<file path="src/rtl/calc_pkg.sv">
// Shared types for the calculator front end: scanner FSM states, key classes,
// operation codes and keypad index helpers.
package calc_pkg;

  localparam int NUM_COLS = 4;
  localparam int NUM_ROWS = 4;
  localparam int COL_W    = 2;
  localparam int ROW_W    = 2;

  typedef logic [COL_W-1:0] col_idx_t;
  typedef logic [ROW_W-1:0] row_idx_t;

  typedef enum logic [1:0] {
    ST_SCAN       = 2'd0,
    ST_PRESS_DB   = 2'd1,
    ST_HELD       = 2'd2,
    ST_RELEASE_DB = 2'd3
  } scan_state_e;

  typedef enum logic [1:0] {
    KEY_NUMBER = 2'd0,
    KEY_OP     = 2'd1,
    KEY_EQUALS = 2'd2,
    KEY_CLEAR  = 2'd3
  } key_class_e;

  localparam logic [1:0] OP_ADD = 2'd0;
  localparam logic [1:0] OP_SUB = 2'd1;
  localparam logic [1:0] OP_MUL = 2'd2;
  localparam logic [1:0] OP_DIV = 2'd3;

  // Active-low one-hot pattern for a column drive or an expected row pattern.
  function automatic logic [3:0] onehot_low(input logic [1:0] idx);
    onehot_low = ~(4'b0001 << idx);
  endfunction

  // Index of the single low bit; only meaningful when exactly one bit is low.
  function automatic row_idx_t low_index(input logic [3:0] v);
    low_index = '0;
    for (int i = 0; i < NUM_ROWS; i++) begin
      if (!v[i]) low_index = row_idx_t'(i);
    end
  endfunction

endpackage

</file>
<file path="src/rtl/keypad_scanner_if.sv">
// Keypad scanner bus: matrix pins plus the decoded key outputs consumed by
// the calculator datapath.
interface keypad_scanner_if;

  logic [3:0] rows;
  logic [3:0] cols;
  logic       number_pressed;
  logic       operation_pressed;
  logic       equals_pressed;
  logic       clear_pressed;
  logic       key_pulse;
  logic       key_held;
  logic [3:0] digit;
  logic [1:0] operation;

  modport master (
    input  rows,
    output cols, number_pressed, operation_pressed, equals_pressed,
           clear_pressed, key_pulse, key_held, digit, operation
  );

  modport slave (
    output rows,
    input  cols, number_pressed, operation_pressed, equals_pressed,
           clear_pressed, key_pulse, key_held, digit, operation
  );

endinterface

</file>
<file path="src/rtl/key_decode.sv">
// Combinational keypad map: (row, col) -> key class, digit and operation code.
module key_decode
  import calc_pkg::*;
(
  input  row_idx_t   i_row,
  input  col_idx_t   i_col,
  output key_class_e o_class,
  output logic [3:0] o_digit,
  output logic [1:0] o_operation
);

  always_comb begin
    // NOTE: every output gets a default before any branch so no path can
    // leave one unassigned, which would otherwise infer a latch.
    o_class     = KEY_NUMBER;
    o_digit     = '0;
    o_operation = OP_ADD;
    if (i_col == col_idx_t'(3)) begin
      // Column 3 holds A..D top to bottom, matching the operation codes.
      o_class     = KEY_OP;
      o_operation = i_row;
    end else if (i_row == row_idx_t'(3)) begin
      unique case (i_col)
        col_idx_t'(0): o_class = KEY_CLEAR;
        col_idx_t'(1): o_digit = 4'd0;
        col_idx_t'(2): o_class = KEY_EQUALS;
        default:       o_class = KEY_NUMBER;
      endcase
    end else begin
      o_digit = {2'b00, i_row} * 4'd3 + {2'b00, i_col} + 4'd1;
    end
  end

endmodule

</file>
<file path="src/rtl/keypad_scanner.sv">
// 4x4 matrix keypad scanner: column scan, 2-flop row sync, press/release
// debounce and key decode with a single-cycle accept strobe.
module keypad_scanner
  import calc_pkg::*;
#(
  parameter int SCAN_TICKS     = 2000,
  parameter int DEBOUNCE_TICKS = 480000
) (
  input  logic              clk,
  input  logic              rst,
  keypad_scanner_if.master  kp
);

  localparam int SLOT_W = (SCAN_TICKS > 1) ? $clog2(SCAN_TICKS) : 1;
  localparam int DB_W   = (DEBOUNCE_TICKS > 1) ? $clog2(DEBOUNCE_TICKS) : 1;
  localparam logic [SLOT_W-1:0] SLOT_LAST = SLOT_W'(SCAN_TICKS - 1);
  localparam logic [DB_W-1:0]   DB_LAST   = DB_W'(DEBOUNCE_TICKS - 1);

  scan_state_e       r_state;
  logic [3:0]        r_rows_meta;
  logic [3:0]        r_rows_sync;
  logic [SLOT_W-1:0] r_slot;
  logic [DB_W-1:0]   r_db;
  col_idx_t          r_col_idx;
  row_idx_t          r_row_idx;
  logic [3:0]        r_cols;
  logic              r_number_pressed;
  logic              r_operation_pressed;
  logic              r_equals_pressed;
  logic              r_clear_pressed;
  logic              r_key_pulse;
  logic              r_key_held;
  logic [3:0]        r_digit;
  logic [1:0]        r_operation;

  key_class_e        w_dec_class;
  logic [3:0]        w_dec_digit;
  logic [1:0]        w_dec_op;
  col_idx_t          w_next_col;
  logic              w_rows_idle;
  logic              w_single_low;
  logic              w_rows_is_key;

  key_decode u_key_decode (
    .i_row       (r_row_idx),
    .i_col       (r_col_idx),
    .o_class     (w_dec_class),
    .o_digit     (w_dec_digit),
    .o_operation (w_dec_op)
  );

  assign w_next_col    = r_col_idx + col_idx_t'(1);
  assign w_rows_idle   = &r_rows_sync;
  assign w_single_low  = $onehot(~r_rows_sync);
  assign w_rows_is_key = (r_rows_sync == onehot_low(r_row_idx));

  always_ff @(posedge clk or posedge rst) begin
    if (rst) begin
      r_state             <= ST_SCAN;
      r_rows_meta         <= 4'hF;
      r_rows_sync         <= 4'hF;
      r_slot              <= '0;
      r_db                <= '0;
      r_col_idx           <= '0;
      r_row_idx           <= '0;
      r_cols              <= 4'b1110;
      r_number_pressed    <= 1'b0;
      r_operation_pressed <= 1'b0;
      r_equals_pressed    <= 1'b0;
      r_clear_pressed     <= 1'b0;
      r_key_pulse         <= 1'b0;
      r_key_held          <= 1'b0;
      r_digit             <= '0;
      r_operation         <= OP_ADD;
    end else begin
      // NOTE: non-blocking assignments throughout, so every decision in this
      // cycle sees last cycle's register values regardless of statement order.
      r_rows_meta <= kp.rows;
      r_rows_sync <= r_rows_meta;
      r_key_pulse <= 1'b0;

      unique case (r_state)
        ST_SCAN: begin
          if (r_slot == SLOT_LAST) begin
            r_slot <= '0;
            if (w_single_low) begin
              r_row_idx <= low_index(r_rows_sync);
              r_db      <= '0;
              r_state   <= ST_PRESS_DB;
            end else begin
              // Idle or ghosting: move on without touching the outputs.
              r_col_idx <= w_next_col;
              r_cols    <= onehot_low(w_next_col);
            end
          end else begin
            r_slot <= r_slot + SLOT_W'(1);
          end
        end

        ST_PRESS_DB: begin
          if (!w_rows_is_key) begin
            r_col_idx <= w_next_col;
            r_cols    <= onehot_low(w_next_col);
            r_slot    <= '0;
            r_state   <= ST_SCAN;
          end else if (r_db == DB_LAST) begin
            r_key_pulse         <= 1'b1;
            r_key_held          <= 1'b1;
            r_number_pressed    <= (w_dec_class == KEY_NUMBER);
            r_operation_pressed <= (w_dec_class == KEY_OP);
            r_equals_pressed    <= (w_dec_class == KEY_EQUALS);
            r_clear_pressed     <= (w_dec_class == KEY_CLEAR);
            if (w_dec_class == KEY_NUMBER) r_digit     <= w_dec_digit;
            if (w_dec_class == KEY_OP)     r_operation <= w_dec_op;
            r_state <= ST_HELD;
          end else begin
            r_db <= r_db + DB_W'(1);
          end
        end

        ST_HELD: begin
          if (w_rows_idle) begin
            r_db    <= '0;
            r_state <= ST_RELEASE_DB;
          end
        end

        ST_RELEASE_DB: begin
          if (!w_rows_idle) begin
            r_db <= '0;
          end else if (r_db == DB_LAST) begin
            r_key_held <= 1'b0;
            r_col_idx  <= w_next_col;
            r_cols     <= onehot_low(w_next_col);
            r_slot     <= '0;
            r_state    <= ST_SCAN;
          end else begin
            r_db <= r_db + DB_W'(1);
          end
        end

        default: r_state <= ST_SCAN;
      endcase
    end
  end

  assign kp.cols              = r_cols;
  assign kp.number_pressed    = r_number_pressed;
  assign kp.operation_pressed = r_operation_pressed;
  assign kp.equals_pressed    = r_equals_pressed;
  assign kp.clear_pressed     = r_clear_pressed;
  assign kp.key_pulse         = r_key_pulse;
  assign kp.key_held          = r_key_held;
  assign kp.digit             = r_digit;
  assign kp.operation         = r_operation;

endmodule
</file>
<file path="src/flat_wrapper.sv">
// flat-port wrapper written by rule: the top's interface ports become plain ports
module keypad_scanner_flat import calc_pkg::*;
#(
  parameter int SCAN_TICKS     = 2000,
  parameter int DEBOUNCE_TICKS = 480000
)
  (clk, rst, kp_rows, kp_cols, kp_number_pressed, kp_operation_pressed, kp_equals_pressed, kp_clear_pressed, kp_key_pulse, kp_key_held, kp_digit, kp_operation);
  keypad_scanner_if kp_i ();
  input  logic clk;
  input  logic rst;
  input wire logic [$bits(kp_i.rows)-1:0] kp_rows;
  output wire logic [$bits(kp_i.cols)-1:0] kp_cols;
  output wire logic [$bits(kp_i.number_pressed)-1:0] kp_number_pressed;
  output wire logic [$bits(kp_i.operation_pressed)-1:0] kp_operation_pressed;
  output wire logic [$bits(kp_i.equals_pressed)-1:0] kp_equals_pressed;
  output wire logic [$bits(kp_i.clear_pressed)-1:0] kp_clear_pressed;
  output wire logic [$bits(kp_i.key_pulse)-1:0] kp_key_pulse;
  output wire logic [$bits(kp_i.key_held)-1:0] kp_key_held;
  output wire logic [$bits(kp_i.digit)-1:0] kp_digit;
  output wire logic [$bits(kp_i.operation)-1:0] kp_operation;
  assign kp_i.rows = kp_rows;
  assign kp_cols = kp_i.cols;
  assign kp_number_pressed = kp_i.number_pressed;
  assign kp_operation_pressed = kp_i.operation_pressed;
  assign kp_equals_pressed = kp_i.equals_pressed;
  assign kp_clear_pressed = kp_i.clear_pressed;
  assign kp_key_pulse = kp_i.key_pulse;
  assign kp_key_held = kp_i.key_held;
  assign kp_digit = kp_i.digit;
  assign kp_operation = kp_i.operation;
  keypad_scanner #(.SCAN_TICKS(SCAN_TICKS), .DEBOUNCE_TICKS(DEBOUNCE_TICKS)) u_core (.clk(clk), .rst(rst), .kp(kp_i));
endmodule
</file>
<file path="config.mk">
export PLATFORM = sky130hd
export DESIGN_NAME = keypad_scanner_flat
export DESIGN_NICKNAME = d
export VERILOG_FILES = /design/src/rtl/calc_pkg.sv /design/src/rtl/keypad_scanner_if.sv /design/src/rtl/key_decode.sv /design/src/rtl/keypad_scanner.sv /design/src/flat_wrapper.sv
export SDC_FILE = /design/constraint.sdc
export NUM_CORES = 1
export LEC_CHECK = 0
export ABC_AREA = 1
export BUFFER_PORTS_ARGS = -buffer_cell sky130_fd_sc_hd__buf_4
export CAP_MARGIN = 30
export CORE_UTILIZATION = 60
export CTS_BUF_LIST = sky130_fd_sc_hd__clkbuf_2 sky130_fd_sc_hd__clkbuf_4 sky130_fd_sc_hd__clkbuf_8
export DETAILED_ROUTE_END_ITERATION = 7
export PLACE_DENSITY = 0.77
export SYNTH_ARGS = -nofsm -noshare
export SYNTH_HDL_FRONTEND = slang
export SYNTH_SLANG_ARGS = --single-unit
</file>
<file path="constraint.sdc">
create_clock -name clk -period 7.64 [get_ports clk]
set_clock_uncertainty 0.15 [all_clocks]
set_input_delay 0.764 -clock clk [delete_from_list [all_inputs] [get_ports clk]]
set_output_delay 0.764 -clock clk [all_outputs]
set_load 0.01 [all_outputs]
</file>
### Yosys cells after proc, flatten, opt, wreduce, memory -nomap -nowiden

Index checks and enable logic that the tools add are counted.

| word-level totals | value |
|---|---|
| bits in registers | 60 |
| output and inout bits | 16 |

| cells by class | value |
|---|---|
| add/sub/neg operators | 8 |
| $mul | 1 |
| eq/ne operators | 23 |
| shift operators | 2 |
| muxes and demuxes | 49 |
| bitwise gates (word level) | 3 |
| reductions and logical operators | 15 |

Operator list:

| kind | number |
|---|---|
| 19-bit two-way mux | 6 |
| 19-bit case mux with 4 select lines | 1 |
| 11-bit two-way mux | 4 |
| 2-bit two-way mux | 17 |
| 11-bit case mux with 3 select lines | 1 |
| 4-bit two-way mux | 7 |
| 4-bit AND reduction | 5 |
| 19-bit by 1-bit adder with 19-bit output (second input constant) | 1 |
| 19-bit == test (second input constant) | 1 |
| 2-bit == test (second input constant) | 7 |
| 2-bit by 1-bit != test with 1-bit output (second input constant) | 7 |
| 4-bit NOT | 3 |
| 4-bit case mux with 3 select lines | 1 |
| 6-bit AND reduction | 2 |
| 11-bit by 1-bit adder with 11-bit output (second input constant) | 1 |
| 11-bit == test (second input constant) | 1 |
| 1-bit two-way mux | 8 |
| 2-bit case mux with 4 select lines | 1 |
| 1-bit by 2-bit << shifter with 4-bit output (first input constant) | 2 |
| 2-bit logical NOT | 3 |
| 2-bit case mux with 3 select lines | 1 |
| 3-bit AND reduction | 2 |
| 5-bit AND reduction | 1 |
| 1-bit by 1-bit adder with 2-bit output | 2 |
| 14 further kinds | 16 |

### Longest topological paths before layout

| depth | value |
|---|---|
| word-level depth | 7 |
| depth in mapped cells | 14 |
| gate-level depth less buffers | 13 |

### By module

Synthesis repeated with hierarchy kept, for this count alone.

| unflattened totals | value |
|---|---|
| cell total of the unflattened synthesis | 544 |
| area, all modules | 3992.6 µm² |

By module, submodules not included:

| module | times used | cells an instance | area an instance (µm²) |
|---|---|---|---|
| keypad_scanner | 1 | 512 | 3791.1 |
| key_decode | 1 | 32 | 201.4 |

### Least setup slack after synthesis

Ideal clock, no wire load.

| timing | value |
|---|---|
| kind | register to register |
| start | reg u_core.r_rows_sync[0] |
| end | reg u_core.r_db[12] |
| setup time | 126 ps |
| arrival time | 2344 ps |
| data required time | 7364 ps |
| setup slack | 5020 ps |
| cell stages (with the launch flop) | 13 |
| buffers on the path | 1 |
| clock period less this slack | 2620 ps |
| cell sequence | dfstp_2 -> inv_1 -> ha_1 -> ha_1 -> fa_1 -> nand3b_1 -> nand2_1 -> nand2_1 -> nor2_4 -> inv_2 -> buf_2 -> nand2_1 -> o21ai_0 |

| on the way | value |
|---|---|
| word-level cells in the longest chain between the ends | 6 |
| elaborated cells on any way between the ends | 12 |
| classes of those cells | 2 x add/sub; 5 x eq/ne; 2 x mux; 1 x bitwise; 2 x reduce/logical |

RTL lines:

| what | RTL line | RTL |
|---|---|---|
| start, declared | keypad_scanner.sv:21 | `logic [3:0] r_rows_sync;` |
| start signal, assigned | keypad_scanner.sv:79 | `r_rows_sync <= r_rows_meta;` |
| 4-bit NOT | keypad_scanner.sv:54 | `assign w_single_low = $onehot(~r_rows_sync);` |
| 1-bit by 1-bit adder with 2-bit output (not written as such) | keypad_scanner.sv:54 |  |
| 3-bit adder (not written as such) | keypad_scanner.sv:54 |  |
| 3-bit by 1-bit == test with 1-bit output | keypad_scanner.sv:54 |  |
| 2-bit by 1-bit != test with 1-bit output (no line) | - |  |
| 4-bit AND reduction (no line) | - |  |
| end signal, assigned | keypad_scanner.sv:117 | `r_db <= r_db + DB_W'(1);` |
| end signal, assigned | keypad_scanner.sv:138 | `r_db <= r_db + DB_W'(1);` |
| end, declared | keypad_scanner.sv:23 | `logic [DB_W-1:0] r_db;` |

Parallel ways exist; a longest one is shown, timed or not.
A chain may end at the register's enable or synchronous reset.

### Worst setup path after layout

| timing | value |
|---|---|
| start | reg u_core.r_rows_sync[0] |
| end | reg u_core.r_db[9] |

The elaborated chain is that of the path after synthesis.

==> metrics.yaml <==
crit_path_end_kind: "flip-flop"
grtUsageTotal_pct: 27.6
place_area_um2: 4020
crit_top_cell: "nand2_1"
slew_viol_final: 0
synth-async-reset-ratio_pct: 100
drv_cap: 0
n_antenna_cell: 0
setup_viol: 0
antenna_found_initial: 0
dp_slack_ns: 4.81
fill_cells: 506
fin_hold_ws_ns: 0.207
crit_path_cell_trace: "inv_1 -> ha_1 -> ha_1 -> fa_1 -> nand3b_1 -> nand2_1 -> nand2_1 -> nor2_4 -> inv_2 -> nand2_1 -> o21ai_0"
cts.hold.buffers_added: 0
worstReg2RegStart: "u_core.r_rows_sync[0]"
core_um2: 6030
wl_met2_um: 4060
final_common_cell: "nand2_1"
syn_area_um2: 3810
rsz0062_at_grt: "no"
leakagePower_uw: 0.00206
syn_avg_cell_area_um2: 7.57
max_slew_margin_pct: 49.3
synth_nets: 532
cts_buffer_depth: 2
layout_setup_ws_ns: 4.82
min_path_cells: 0
start_util_pct: 63.2
wl_met1_um: 3620
holdPathEnd: "u_core.r_rows_sync[2]"
ctsHtreeMaxLevel: 3
num_vias: 3338
drt_iter0_drc: 151
synth.distinct_cells: 34
clk_latency_ns: 0.34
cts_buffers: 9
gp_congestion: 0.888
top_layer: "met4"
cpPeakStageDelay_ns: 0.54
final_cell_mix: "nand2_1 (158), inv_1 (58), dfrtp_1 (49), nor2_1 (41), nand4_1 (28)"
dieArea_um2: 6670
crit_fanout: 23
synth-seq-cells: 60
hold_class: "reg2reg"
instances_no_fill: 607
cts_resized: 0
final_area_um2: 4250
yosys_warnings: 0
clockRootBuffer: "clkbuf_8"
cp_top_family: "adder cells"
drc_errors: 0
path_class: "reg2reg"
r2r-end: "u_core.r_db[9]"
max_freq_mhz: 354
grt_pass1_wl_um: 13900
min_period_ns: 2.82
arrival_ns: 2.88
clkTransAtPathRegs_ns: 0.07
ys_seq_area_share_pct: 39.8
io_pins: 22
crit_required_ns: 7.70
dp_hpwl_um: 5920
synth_edf_count: 0
worstMarginPinSlew_ns: 0.760
hold_viol_final: 0
critPathSlowestCell: "dfstp_2"
critical_path_buf_inv_count: 2
synth_ff_type: "dfrtp_1"
die_y_um: 81.7
drt-pass1-iter-count: 5
met3_length_um: 373
antenna_left: 0
area_growth_pct: 11.5
min_from: "u_core.r_rows_meta[2]"
layout-drive-gt1-share_pct: 15.0
wl_um: 8190
syn-instance-count: 503
grt_start_max_net_pins: 61
cts_num_sinks: 60
avgRoutedWirePerCell_um: 13.5
rows: 28
viasPerCell: 5.50
die_width_um: 81.7
r2r_setup_slack_ns: 4.82
dp.cells: 591
io_buffers: 21
cts_tree: "built"
power_density_nw_per_um2: 158
grt_remaining_overflow: 0
worstSetupStartpointType: "flip-flop"
irDropWorstVdd_mv: 0.148
grt_pass1_vias: 3106
period_share_pct: 36.9
r2r_cells: 11
nets: 556
cts_setup_buffers: 0
fin_tns_setup_ns: 0
status: "finished clean"
==> layer usage <==
metal / track usage, % / vias to the layer above
met5: 0 / -
met4: 12.6 / 0
met1: 34.3 / 1553
met3: 4.56 / 14
met2: 47.1 / 96
li1: - / 1675
==> cells in the mapped netlist, drive strengths merged (4+ instances only) <==
library cell | n | area, µm²
xnor2 | 4 | 35.0
nand4 | 28 | 175
dfstp | 11 | 289
nand3 | 27 | 158
ha | 20 | 250
o211ai | 6 | 45.0
nor3 | 8 | 40.0
o21ai | 38 | 216
dfrtp | 49 | 1230
a21oi | 6 | 30.0
nor2 | 48 | 213
buf | 6 | 36.3
inv | 61 | 229
nand2 | 167 | 654
xor2 | 7 | 61.3
==> through the flow <==
| stage | utilization [%] | power [µW] |
|---|---|---|
| 3_5_place_dp | 66.7 | 350 |
| 3_3_place_gp | 66.7 | 350 |
| 2_1_floorplan | - | 343 |
| 5_1_grt | 70.5 | 692 |
| 6_report | 70.5 | 669 |
| 4_1_cts | 70.5 | 674 |
==> sequential cells by signal, indices dropped and copies added, names as in the netlist, named ones only <==
name / count
u_core.kp.digit: 4
u_core.r_rows_sync: 4
u_core.kp.cols: 4
u_core.r_state: 1
u_core.kp.clear_pressed: 1
u_core.kp.key_pulse: 1
u_core.r_slot: 11
u_core.kp.key_held: 1
u_core.r_rows_meta: 4
u_core.kp.operation: 2
u_core.r_col_idx: 2
u_core.kp.operation_pressed: 1
u_core.kp.equals_pressed: 1
u_core.r_row_idx: 2
u_core.kp.number_pressed: 1
u_core.r_db: 19
==> final cells by class <==
class / count / area [µm²] / area share [%]
multi-input combinational: 372 / 2010 / 47.4
sequential: 60 / 1520 / 35.7
inverter: 62 / 234 / 5.51
clock inverter: 4 / 72.6 / 1.71
clock buffer: 12 / 153 / 3.59
tap: 75 / 93.8 / 2.21
timing repair buffer: 22 / 165 / 3.89
==> where the power goes <==
group	internal [µW]	switching, µW
sequential	322	1.25
clock	199	126
combinational	6.58	14.6
total	528	142
==> cell families (layout without fill, tap and decap cells) <==
logic type | Yosys count | count (layout) | synth area share [%]
and+or+nand+nor | 282 | 282 | 33.2
buffers and inverters | 71 | 100 | 7.39
DFF | 60 | 60 | 39.8
AOI/OAI and AO/OA | 56 | 56 | 8.93
adders and majority gates | 23 | 23 | 8.14
xor gates and xnor gates | 11 | 11 | 2.53
==> how the worst max path moves through the flow <==
stage	from	to	slack (ns)	cells past startpoint
after global placement	u_core.r_rows_sync[0]	u_core.r_db[12]	4.90	11
after global routing	u_core.r_state[0]	u_core.kp.digit[1]	4.49	6
after CTS	u_core.r_rows_sync[1]	u_core.r_db[9]	4.81	11
final	u_core.r_rows_sync[0]	u_core.r_db[9]	4.82	11
after detailed placement	u_core.r_rows_sync[1]	u_core.r_db[9]	4.81	11
after floorplan	u_core.r_rows_sync[0]	u_core.r_db[12]	5.02	12
(Power assumes the default switching activity.)
